$ cat src/rtl/bit_scatter_16.sv
// bit_scatter_16: collects 16 single-bit beats (addressed or sequential) into a word; define BIT_SCATTER_16_PARITY_EN to add out_parity
module bit_scatter_16 #(
  parameter logic [15:0] RESET_VAL = 16'h0000
) (
  input  logic        clk,
  input  logic        reset,
  input  logic        clear,
  input  logic        mode,
  input  logic [3:0]  wr_sel,
  input  logic        in_bit,
  input  logic        in_valid,
  output logic        in_ready,
  output logic [15:0] out_data,
  output logic        out_valid,
  input  logic        out_ready
`ifdef BIT_SCATTER_16_PARITY_EN
  ,
  output logic        out_parity
`endif
);
  typedef enum logic {FILL, FULL} state_t;
  state_t state, state_n;
  logic [15:0] data, data_n, mask, mask_n, mask_set;
  logic [3:0] ptr, ptr_n, idx;
  logic acc;
  assign in_ready = state == FILL;
  assign out_valid = state == FULL;
  assign out_data = data;
  assign acc = in_valid && in_ready;
  assign idx = mode ? ptr : wr_sel;
  assign mask_set = mask | (16'h0001 << idx);
`ifdef BIT_SCATTER_16_PARITY_EN
  assign out_parity = ^data;
`endif
  // next state: clear wins, then a beat in FILL, then the handoff in FULL
  always_comb begin
    state_n = state;
    data_n = data;
    mask_n = mask;
    ptr_n = ptr;
    if (clear) begin
      state_n = FILL;
      data_n = RESET_VAL;
      mask_n = '0;
      ptr_n = '0;
    end else if (acc) begin
      data_n[idx] = in_bit;
      mask_n = mask_set;
      ptr_n = mode ? ptr + 4'd1 : ptr;
      state_n = &mask_set ? FULL : FILL;
    end else if (out_valid && out_ready) begin
      state_n = FILL;
      mask_n = '0;
      ptr_n = '0;
    end
  end
  // state registers; reset discards any partial or pending word
  always_ff @(posedge clk or negedge reset) begin
    if (!reset) begin
      state <= FILL;
      data <= RESET_VAL;
      mask <= '0;
      ptr <= '0;
    end else begin
      state <= state_n;
      data <= data_n;
      mask <= mask_n;
      ptr <= ptr_n;
    end
  end
endmodule

$ cat config.mk
export PLATFORM = sky130hd
export DESIGN_NAME = bit_scatter_16
export DESIGN_NICKNAME = d
export VERILOG_FILES = /design/src/rtl/bit_scatter_16.sv
export SDC_FILE = /design/constraint.sdc
export NUM_CORES = 1
export LEC_CHECK = 0
export ABC_AREA = 1
export BUFFER_PORTS_ARGS = -buffer_cell sky130_fd_sc_hd__buf_2
export CAP_MARGIN = 10
export CORE_MARGIN = 3
export CORE_UTILIZATION = 48
export DETAILED_ROUTE_END_ITERATION = 7
export PLACE_DENSITY = 0.69
export SYNTH_ARGS = -nofsm -noshare
export SYNTH_HDL_FRONTEND = slang
export SYNTH_SLANG_ARGS = --single-unit
$ cat constraint.sdc
create_clock -name clk -period 3.8 [get_ports clk]
set_clock_uncertainty 0.1 [all_clocks]
set_input_delay 0.95 -clock clk [delete_from_list [all_inputs] [get_ports clk]]
set_output_delay 0.95 -clock clk [all_outputs]
set_load 0.005 [all_outputs]
* Word level (Yosys, flattened, before mapping)
Cells that the tools add are included.
Storage, ports and cells: logic and storage cells 35, output and inout port bits 18, flip-flop bits (word level) 37, input port bits 11
Cells by class: $lt $le $gt $ge 2, bitwise operators 2, equal/unequal tests 1, reductions and logical operators 7, $add $sub $neg 1, muxes and demuxes 17, shift-type cells 1
Operators with widths (number):
- two-way mux 16 bit | 5
- two-way mux 4 bit | 5
- bitwise mux 16 bit | 1
- OR 16 bit | 1
- AND reduction 16 bit | 1
- left shift 1 x 4 -> 16 bit (first input constant) | 1
- < comparator 4 x 5 -> 1 bit (second input constant) | 1
- two-way mux 1 bit | 5
- adder 4 x 1 -> 4 bit (second input constant) | 1
- demux 1 bit (select 4 bit) | 1
- greater-or-equal comparator 4 x 1 -> 1 bit (second input constant) | 1
- logical AND 1 bit | 3
- inequality test 3 bit (second input constant) | 1
- nonzero test 3 bit | 1
- AND reduction 2 bit | 1
- nonzero test 2 bit | 1
- inverter 1 bit | 1

* Longest topological paths before layout
Gate-level depths: netlist of the first run.
depth in word-level cells 8, depth in mapped cells 11, mapped depth without buffers 10

* Worst setup path after synthesis of the first run
OpenSTA, ideal clock, no wires.
path kind input to register, start input port in_valid, end register data[0], in the netlist out_data[0], buffers on the path 1, cell stages on the path 6, required time 3.577 ns, setup time 0.123 ns, arrival time 1.848 ns, setup slack 1.729 ns, cells stage by stage inv_1 > nor2_4 > inv_2 > or2_4 > buf_6 > o221a_1
On the way: longest elaborated chain between the ends 2
RTL lines:
- start, declared | line 11 | input logic in_valid,
- logical AND 1 bit | line 29 | assign acc = in_valid && in_ready;
- nonzero test 2 bit (no line)
- end signal, assigned | line 66 | data <= data_n;
- end, declared | line 23 | logic [15:0] data, data_n, mask, mask_n, mask_set;
Every way passes these cells. A chain may end at the register's enable or synchronous reset.

* Worst setup path after layout of the first run
start input port in_valid, end register ptr[2]
On the way: longest elaborated chain between the ends 3, elaborated cells on any way between the ends 6, classes of those cells eq/ne (1); mux (2); reduce/logical (3)
RTL lines:
- logical AND 1 bit * | line 29
- inequality test 3 bit (no line), or another cell as far along
- AND reduction 2 bit (no line) / two-way mux 4 bit (equally long branches)
- end signal, assigned | line 68 | ptr <= ptr_n;
- end, declared | line 24 | logic [3:0] ptr, ptr_n, idx;
Mark *: on every way between the ends. The rest lies on a longest branch, timed or not.

==> results of run 1 <==
==> power groups by stage <==
stage          Sequential (mW)  Clock (mW)  Combinational (mW)
3_3_place_gp             0.424           0               0.127
4_1_cts                  0.417       0.286               0.129
5_1_grt                  0.418       0.300               0.143
2_1_floorplan            0.424           0              0.0887
3_5_place_dp             0.424           0               0.128
6_report                 0.417       0.279               0.128
==> critical path, cell delays in order <==
cell     delay, ns
buf_2         0.09
inv_1         0.09
nor2_4        0.10
nor2_4        0.30
nand2_1       0.40
o21ai_2       0.20
inv_2         0.08
a31o_2        0.20
a21oi_1       0.11
==> Yosys cell counts (all sizes together) (3+ instances only) <==
cell,count
a21oi,4
buf,5
clkbuf,3
dfrtp,37
inv,30
nand2,69
nand3,17
nor2,29
o21ai,21
o221a,13
o22ai,4
==> routing by layer <==
layer / global-route usage / share of wire
met5: 0 / 0
met4: 0.0564 / 0.0098
met3: 0.0540 / 0.052
met2: 0.270 / 0.44
met1: 0.261 / 0.50
==> per-stage QoR <==
stage          std cells  total power [mW]
3_5_place_dp         308             0.553
2_1_floorplan        239             0.513
5_1_grt              315             0.861
3_3_place_gp         308             0.551
6_report             315             0.823
4_1_cts              315             0.831
==> layout make-up <==
class,instances,area share
sequential,37,0.408
tap,48,0.0265
clock buffer,7,0.0381
multi-input combinational,164,0.410
inverter,30,0.0519
timing repair buffer,29,0.0651
==> worst max-delay path by stage <==
stage	start	end	slack, ns	depth (start not counted)
finish	in_valid	ptr[2]	1.40	9
global route	in_valid	ptr[3]	1.15	8
global placement	in_valid	ptr[2]	1.17	9
detailed placement	in_valid	ptr[2]	1.09	9
CTS	in_valid	ptr[2]	1.40	9
floorplan	in_valid	out_data[0]	1.73	6
==> registers in the layout, summed over array words and instances (netlist names) <==
register	flops
out_valid	1
out_data	16
mask	16
ptr	4
==> cells by family after synthesis <==
group           after synthesis
fa+ha+maj                     1
flops                        37
simple gates                119
buf+inv                      38
compound gates               44
==> placed cells by master (no fill, tap or decap), types with 2 or more instances in the layout <==
cell | netlist | routed
o22ai_1 | 4 | 4
inv_2 | 2 | 2
buf_2 | 1 | 28
nor2_4 | 8 | 8
nand3_1 | 17 | 17
nand2_2 | 14 | 14
clkbuf_8 | 0 | 6
dfrtp_1 | 37 | 37
nor2_2 | 2 | 2
nand2_4 | 2 | 2
o221a_1 | 10 | 10
nor2_1 | 19 | 19
inv_1 | 27 | 27
o221a_2 | 3 | 3
nand2_1 | 53 | 53
a21oi_1 | 4 | 4
o21ai_0 | 20 | 20
==> impl_results.md, run 1 <==
* Final routed DRC violation total at 0
* Mux contribution to synthesized area at 0
* Die W at between 70 and 80 um
* Syn nets at 251
* DP HPWL at roughly 3200 um
* I/O pins at 29
* Drt total wl at 4300 um
* XOR/XNOR share of the synthesized area at 0
* PD cells at 363 mW/mm^2
* Vias post-DR at ~1700
* Asr flop ratio synth at 1.00
* ANT nets after route at 0
* Die area at 0.00502 sq mm
* Ant. Diodes at 0
* CTS tree: yes
* Critical Path Start Type: input pin
* Setup ws final at 1.40 ns
* Crit-path max FO at 17
* Max-cap violations at 0
* Post-layout instance area at 0.00227 sq mm
* Sequential group share of total power at 0.506
* Slew Limit Fails at 0
* Worst slack at placement at about 1.1 ns
* Antenna violations before repair at 0
* Comb power frac at 0.155
* Net Sw Power at 0.229 mW
* CTS Hold Bufs at 0
* Total Nets Final at between 200 and 300
* Post-Syn Area at 0.00202 sq mm
* Switching Share at 0.278
* Main combinational cell family by area after synthesis: simple AND/OR/NAND/NOR gates
* Setup crit end kind: flop
* Multi-input logic area at approximately 930 sq um
* Vias per cell at 5.31
* Initial Util at 0.524
* EDFF count, synth at 0
* Final hold viol count at 0
* Min cycle time layout at 2.40 ns
* Cell Rows at 22
* Avg Cell Area, Syn at 8.45 sq um
* Register area share after synthesis at 0.458
* Area Overhead vs Synth at 12.3%
* Clk sinks at 37
* Unrepaired setup endpoints after global routing: false
* Register bit count reported by yosys at 37
* Gr ovfl total at 0
* Min-Delay Path Class: flop to flop
* Register area at 926 sq um
* Drt wl/cell at 13.7 um
* Clock buffer count from CTS at 5
* Slew headroom at 0.464
* Final hold slack at 0.410 ns
* Post-synth top area share at 0.458
* Core box area at 0.00385 sq mm
* Vias in the first global route at 1515
* Worst Tran Pin Value at 0.804 ns
* DR iter-0 viols at roughly 110
* Final cycle utilization of the critical path at 0.632
* Top_reg_cell synth: dfrtp_1
* VDD IR max at 0.000213 V
* Post-synthesis simple-gate area fraction at 0.296
* Hold Path Stages at 2
* Clk buf depth at 2
* CTS clk-pin slew, worst paths at approximately 0.070 ns
* Status: finished clean
* Maximum clock rate at 0.416 GHz
* Hold Path Sink: mask[14]
* 1st-pass router iterations at 4
* Clock power frac at 0.339
* Share of layout cells above drive strength 1 at 0.266
* Fill cells at 348
* Dpl cell area at 0.00218 sq mm
* # setup viols final at 0
* Clock Tree Root: clkbuf_8
* Cts repair resizes at 0
* Critical path arrival at ~2.5 ns
* Data required, critical path at between 3 and 4 ns
* Crit path kind: input pin to flop
* Count of cell types in the netlist at 28
* Die height at between 70 and 80 um
* Internal power at 0.594 mW
* Finished Core Util at 0.588
* Pin count of the biggest net entering global routing at 38
* FF-to-FF End: ptr[3]
* Compound-cell area share of the yosys netlist at 0.159
* Ys Warns at 0
* GRT Total Usage at 0.183
* H-tree levels at 2
* FF-to-FF setup slack at between 1.5 and 2 ns
* Leak pwr at 1.15 nW
* Post-synthesis adder-cell area fraction at 0.00620
* IO Port Bufs at 28
* First-pass GRT wire length at 7340 um
* Dominant cell type by area after synthesis: dfrtp_1
* Cells on worst reg2reg path at 6
* Top post-synthesis cells by area: dfrtp_1 46%, nand2_1 9.9%, o221a_1 5.6%
* RR Startpoint: out_valid
* TNS Setup at 0 ns
* RePlAce Congestion at 0.851
* Setup bufs post-CTS at 0
* Clock latency at the later pin of the worst-skew pair at slightly below 0.3 ns
* Hold Path Origin: mask[14]
* Synth Instances at roughly 240
(Power assumes the default switching activity.)
==> run 2: changes to the inputs <==
--- a/config.mk
+++ b/config.mk
@@ -11,7 +11,7 @@
 export CORE_MARGIN = 3
 export CORE_UTILIZATION = 48
 export DETAILED_ROUTE_END_ITERATION = 7
-export PLACE_DENSITY = 0.69
+export PLACE_DENSITY = 0.71
 export SYNTH_ARGS = -nofsm -noshare
 export SYNTH_HDL_FRONTEND = slang
 export SYNTH_SLANG_ARGS = --single-unit
==> constraint.sdc (replaced) <==
create_clock -name clk -period 2.2 [get_ports clk]
set_clock_uncertainty 0.1 [all_clocks]
set_input_delay 0.55 -clock clk [delete_from_list [all_inputs] [get_ports clk]]
set_output_delay 0.55 -clock clk [all_outputs]
set_load 0.005 [all_outputs]
==> impl_results.md, run 2 (synthesis results as in run 1) <==
* Die area at 0.00502 sq mm (unchanged)
* Die W at 70.9 um (unchanged)
* Final cycle utilization of the critical path at 0.760
* Most frequent cells in the layout: 53 x nand2_1, 37 x dfrtp_1, 28 x buf_2, 27 x inv_1, 20 x o21ai_0 (unchanged)
* Cells on worst reg2reg path at 4 (was 6)
* Crit path kind: input pin to flop (unchanged)
* Post-placement cell count at 312 (was 308)
* Setup bufs post-CTS at 0 (unchanged)
* CTS clk-pin slew, worst paths at 0.07 ns (about the same)
* CTS tree: yes (unchanged)
* Final hold viol count at 0 (unchanged)
* Clock buffer count from CTS at 5 (unchanged)
* Slew Limit Fails at 0 (unchanged)
* Critical path arrival at 1.80 ns (was 2.52 ns)
* DR iter-0 viols at 164 (was 106)
* Fill cells at 349 (was 348)
* Vias post-DR at 1683 (was 1672)
* Clock latency at the later pin of the worst-skew pair at 0.29 ns (about the same)
* H-tree levels at 2 (unchanged)
* Data required, critical path at 2.33 ns (was 3.92 ns)
* 1st-pass router iterations at 4 (unchanged)
* Ant. Diodes at 0 (unchanged)
* VDD IR max at 0.000449 V (was 0.000213 V)
* Layout Cells excl Fill at 320 (was 315)
* ANT nets after route at 0 (unchanged)
* # setup viols final at 0 (unchanged)
* Drt total wl at 4460 um (was 4300 um)
* DP HPWL at 3260 um (was 3160 um)
* Die height at 70.9 um (unchanged)
* Drt wl/cell at 13.9 um (was 13.7 um)
* Setup crit end kind: flop (unchanged)
* CTS Hold Bufs at 0 (unchanged)
* Final routed DRC violation total at 0 (unchanged)
* Worst Tran Pin Value at 0.459 ns (was 0.804 ns)
* Critical Path Start Type: input pin (unchanged)
* Core box area at 0.00385 sq mm (unchanged)
* Vias in the first global route at 1655 (was 1515)
* Cell Rows at 22 (unchanged)
* Clk buf depth at 2 (unchanged)
* Vias per cell at 5.26 (was 5.31)
* Initial Util at 0.524 (unchanged)
* Area Overhead vs Synth at 15.2% (was 12.3%)
* First-pass GRT wire length at 7600 um (was 7340 um)
* FF-to-FF End: out_data[10] (was ptr[3])
* Cts repair resizes at 0 (unchanged)
* Pin count of the biggest net entering global routing at 38 (unchanged)
* Clk sinks at 37 (unchanged)
* Crit-path max FO at 10 (was 17)
* Antenna violations before repair at 0 (unchanged)
* GRT Total Usage at 0.190 (was 0.183)
* Status: finished clean (unchanged)
* Maximum clock rate at 0.598 GHz
* Gr ovfl total at 0 (unchanged)
* I/O pins at 29 (unchanged)
* Min-Delay Path Class: input pin to asynchronous set/reset pin (was flop to flop)
* RR Startpoint: out_valid (unchanged)
* Max-cap violations at 0 (unchanged)
* FF-to-FF setup slack at 0.54 ns (was 1.68 ns)
* Total Nets Final at 283 (was 279)
* IO Port Bufs at 28 (unchanged)
* RePlAce Congestion at 0.869 (was 0.851)
* Slew headroom at 0.694 (was 0.464)
* Share of layout cells above drive strength 1 at 0.279 (was 0.266)
* Min cycle time layout at 1.67 ns
* Most common cell after layout, fill and taps aside: nand2_1 (unchanged)
* Unrepaired setup endpoints after global routing: false (unchanged)
* PD cells at 669 mW/mm^2 (was 363 mW/mm^2)
* Clock Tree Root: clkbuf_8 (unchanged)
* TNS Setup at 0 ns (unchanged)
* Leak pwr at 1.18 nW (was 1.15 nW)
==> run 2: changes by cell type in the layout (fill, tap and decap cells not counted), sizes merged <==
cell    change
bufinv      +1
buf         +4
==> run 2: area by class of cell <==
class,instances,area (sq um),share of cell area
well taps,48,60.1,0.0258
flip-flops and latches,37,926,0.398
clock inverters,1,30.0,0.0129
multi-input cells,164,930,0.399
inverters,30,118,0.0505
clock buffers,7,86.3,0.0371
repair buffers,33,178,0.0763
==> run 2: metal layers <==
| layer | track usage | vias up | wire (um) |
|---|---|---|---|
| met3 | 0.0341 | 6 | 186 |
| li1 | - | 853 | - |
| met1 | 0.265 | 779 | 2180 |
| met2 | 0.297 | 45 | 2030 |
| met5 | 0 | - | 0 |
| met4 | 0.0668 | 0 | 67 |
==> run 2: power by group <==
part | internal (mW) | switching [mW] | leakage [nW]
Combinational | 0.0760 | 0.152 | 0.613
Clock | 0.370 | 0.239 | 0.0585
Sequential | 0.707 | 0.0131 | 0.509
==> run 2: worst max-delay path by stage <==
| stage | startpoint | end | slack, ns | cells past startpoint |
|---|---|---|---|---|
| floorplan | in_valid | out_data[0] | 0.53 | 6 |
| global placement | mode | out_valid | 0.24 | 11 |
| detailed placement | mode | out_valid | 0.23 | 11 |
| CTS | out_valid | ptr[2] | 0.52 | 6 |
| global route | mode | out_valid | 0.36 | 11 |
| finish | mode | out_valid | 0.53 | 11 |
==> run 2: worst max-delay path, stage by stage <==
cell	delay [ns]
buf_2	0.22
inv_6	0.08
nand2_2	0.09
nand2_4	0.07
nor2_4	0.17
nand2_1	0.14
nand2_1	0.10
nand2_1	0.06
nor2_1	0.11
nand3_1	0.10
o21bai_2	0.10
==> run 2: per-stage QoR <==
stage | area [sq um] | util | worst slack [ns] | hold WS [ns] | power, mW
final | 2330 | 0.604 | 0.529 | 0.184 | 1.56
after global routing | 2330 | 0.604 | 0.359 | 0.226 | 1.62
after CTS | 2330 | 0.604 | 0.517 | 0.207 | 1.57
after detailed placement | 2210 | 0.574 | 0.234 | 0.377 | 0.961
after global placement | 2210 | 0.574 | 0.239 | 0.368 | 0.958
after floorplan | 2020 | - | 0.529 | 0.154 | 0.885
==> run 3: changes to the inputs <==
==> constraint.sdc (replaced) <==
create_clock -name clk -period 1.5 [get_ports clk]
set_clock_uncertainty 0.1 [all_clocks]
set_input_delay 0.375 -clock clk [delete_from_list [all_inputs] [get_ports clk]]
set_output_delay 0.375 -clock clk [all_outputs]
set_load 0.005 [all_outputs]
==> impl_results.md, run 3 (synthesis results as in run 1) <==
* Status: finished with violations (was finished clean)
* Failing checks: setup timing
* Layout Cells excl Fill at 353 (was 320)
* I/O pins at 29 (unchanged)
* Setup crit end kind: flop (unchanged)
* Slew headroom at 0.869 (was 0.694)
* GR Layer Usage met2 at 0.334 (was 0.297)
* Ant. Diodes at 0 (unchanged)
* Final hold viol count at 0 (unchanged)
* Cells on worst reg2reg path at 10 (was 4)
* Final cycle utilization of the critical path at 1.04
* Drt total wl at 5080 um (was 4460 um)
* Crit-path max FO at 4 (was 10)
* PD cells at 806 mW/mm^2 (was 669 mW/mm^2)
* Vias post-DR at 1879 (was 1683)
* Most common cell after layout, fill and taps aside: dfrtp_1 (was nand2_1)
* Total Nets Final at 316 (was 283)
* Fill cells at 311 (was 349)
* GRT Total Usage at 0.209 (was 0.190)
* Critical path arrival at 1.68 ns (was 1.80 ns)
* Core box area at 0.00385 sq mm (unchanged)
* DR iter-0 viols at 132 (was 164)
* Setup ws final at -0.0553 ns (was 0.529 ns)
* Vias per cell at 5.32 (was 5.26)
* Min-Delay Path Class: input pin to flop (was input pin to asynchronous set/reset pin)
* ANT nets after route at 0 (unchanged)
* Maximum clock rate at 0.643 GHz
* Cell Rows at 22 (unchanged)
* Clock Tree Root: clkbuf_8 (unchanged)
* Drt wl/cell at 14.4 um (was 13.9 um)
* Area Overhead vs Synth at 35.4% (was 15.2%)
* Clock latency at the later pin of the worst-skew pair at 0.30 ns (was 0.29 ns)
* Share of layout cells above drive strength 1 at 0.475 (was 0.279)
* Gr ovfl total at 0 (unchanged)
* VDD IR max at 0.000603 V (was 0.000449 V)
* Most frequent cells in the layout: 36 x dfrtp_1, 34 x nand2_2, 29 x nand2_1, 27 x buf_2, 27 x buf_4 (was 53 x nand2_1, 37 x dfrtp_1, 28 x buf_2, 27 x inv_1, 20 x o21ai_0)
* Min cycle time layout at roughly 1.6 ns
* Hold Path Stages at 2
* Clk buf depth at 2 (unchanged)
* Sequential group share of total power at 0.479 (was 0.463)
* Leak pwr at 1.36 nW (was 1.18 nW)
* # setup viols final at 4 (was 0)
* Initial Util at 0.524 (unchanged)
* Final routed DRC violation total at 0 (unchanged)
* Clock power frac at 0.311 (was 0.391)
* Worst Tran Pin Value at 0.196 ns (was 0.459 ns)
* Pwr Total at 2.21 mW (was 1.56 mW)
* Unrepaired setup endpoints after global routing: true (was false)
* Clk sinks at 37 (unchanged)
* Critical Path Start Type: flop (was input pin)
* 1st-pass router iterations at 4 (unchanged)
* Die W at 70.9 um (unchanged)
* Dpl cell area at 0.00240 sq mm (was 0.00221 sq mm)
* Gr busiest metal: met2 (unchanged)
* RePlAce Congestion at 0.870 (was 0.869)
* Net Sw Power at 0.653 mW (was 0.404 mW)
* Post-layout instance area at 0.00274 sq mm (was 0.00233 sq mm)
* Antenna violations before repair at 0 (unchanged)
* Die area at 0.00502 sq mm (unchanged)
* DP HPWL at 3500 um (was 3260 um)
* IO Port Bufs at 28 (unchanged)
* Post-placement cell count at 334 (was 312)
* Final hold slack at 0.248 ns (was 0.184 ns)
* Data required, critical path at 1.63 ns (was 2.33 ns)
* Crit path kind: flop to flop (was input pin to flop)
* Die height at 70.9 um (unchanged)
* Met1 GRT Util at 0.264 (was 0.265)
* Switching Share at 0.296 (was 0.259)
* Met3 Use GR at 0.0597 (was 0.0341)
* Max-cap violations at 0 (unchanged)
* First-pass GRT wire length at 8270 um (was 7600 um)
* Internal power at 1.55 mW (was 1.15 mW)
* Slew Limit Fails at 0 (unchanged)
* CTS clk-pin slew, worst paths at 0.08 ns (was 0.07 ns)
* Vias in the first global route at 1817 (was 1655)
* Pin count of the biggest net entering global routing at 38 (unchanged)
* Comb power frac at 0.210 (was 0.146)
* Clock buffer count from CTS at 5 (unchanged)
* CTS tree: yes (unchanged)
* H-tree levels at 2 (unchanged)
## run 3: cell types whose count changed in the layout (fill, tap and decap cells not counted), moves of 3 or more
cell,previous run,this run
inv_2,2,7
o21ai_1,0,3
inv_1,27,22
nand2_1,53,29
o21ai_0,20,16
nand2_4,2,6
buf_6,0,8
buf_4,5,27
nand2_2,14,34
## run 3: power groups by stage
stage	combinational, mW	clock [mW]	sequential [mW]
2_1_floorplan	0.225	0	1.07
3_3_place_gp	0.386	0	1.07
3_5_place_dp	0.394	0	1.07
4_1_cts	0.422	0.698	1.06
5_1_grt	0.508	0.745	1.06
6_report	0.464	0.686	1.06
## run 3: area by class of cell
| class | instances | area (sq um) | share of cell area |
|---|---|---|---|
| inverters | 30 | 118 | 0.0430 |
| clock buffers | 5 | 68.8 | 0.0252 |
| clock inverters | 3 | 17.5 | 0.00640 |
| multi-input cells | 164 | 1060 | 0.387 |
| repair buffers | 66 | 485 | 0.177 |
| flip-flops and latches | 37 | 927 | 0.339 |
| well taps | 48 | 60.1 | 0.0220 |
## run 3: layer usage
metal | up-vias | wire (um)
met5 | - | 0
met4 | 0 | 96
met3 | 11 | 264
met2 | 52 | 2560
met1 | 898 | 2160
li1 | 918 | -
## run 3: worst paths after layout
kind / from / to / slack (ns)
worst max-delay path: ptr[2] / out_valid / -0.06
worst min-delay path: clear / out_data[13] / 0.25
worst max register to register: ptr[2] / out_valid / -0.06
worst min register to register: mask[14] / mask[14] / 0.41
max in group asynchronous: reset / out_valid / 0.65
min in group asynchronous: reset / out_data[0] / 0.46
## run 3: through the flow
| stage | TNS (ns) | setup slack [ns] | utilization |
|---|---|---|---|
| finish | -0.106 | -0.0553 | 0.710 |
| detailed placement | -3.04 | -0.293 | 0.623 |
| global route | -0.746 | -0.146 | 0.710 |
| global placement | -2.35 | -0.240 | 0.623 |
| floorplan | -0.155 | -0.0155 | - |
| CTS | -0.0161 | -0.0161 | 0.671 |
## run 3: what timing repair did
action / CTS / global route
cloned: 0 / 0
pin swaps: 11 / 22
setup endpoints to repair: 6 / 29
buffers inserted: 5 / 5
endpoints found under the hold margin: 37 / 0
gates resized for setup: 20 / 36
hold buffers: 1 / 0
## run 3: critical path, stage by stage (launching register included)
cell and delay [ns]:
dfrtp_1 0.43, inv_2 0.08, nand2_4 0.07, nand2_4 0.06
nor2_4 0.19, nand2_2 0.10, nand2_1 0.09, nand2_1 0.05
nor2_1 0.12, nand3_1 0.10, o21bai_2 0.11
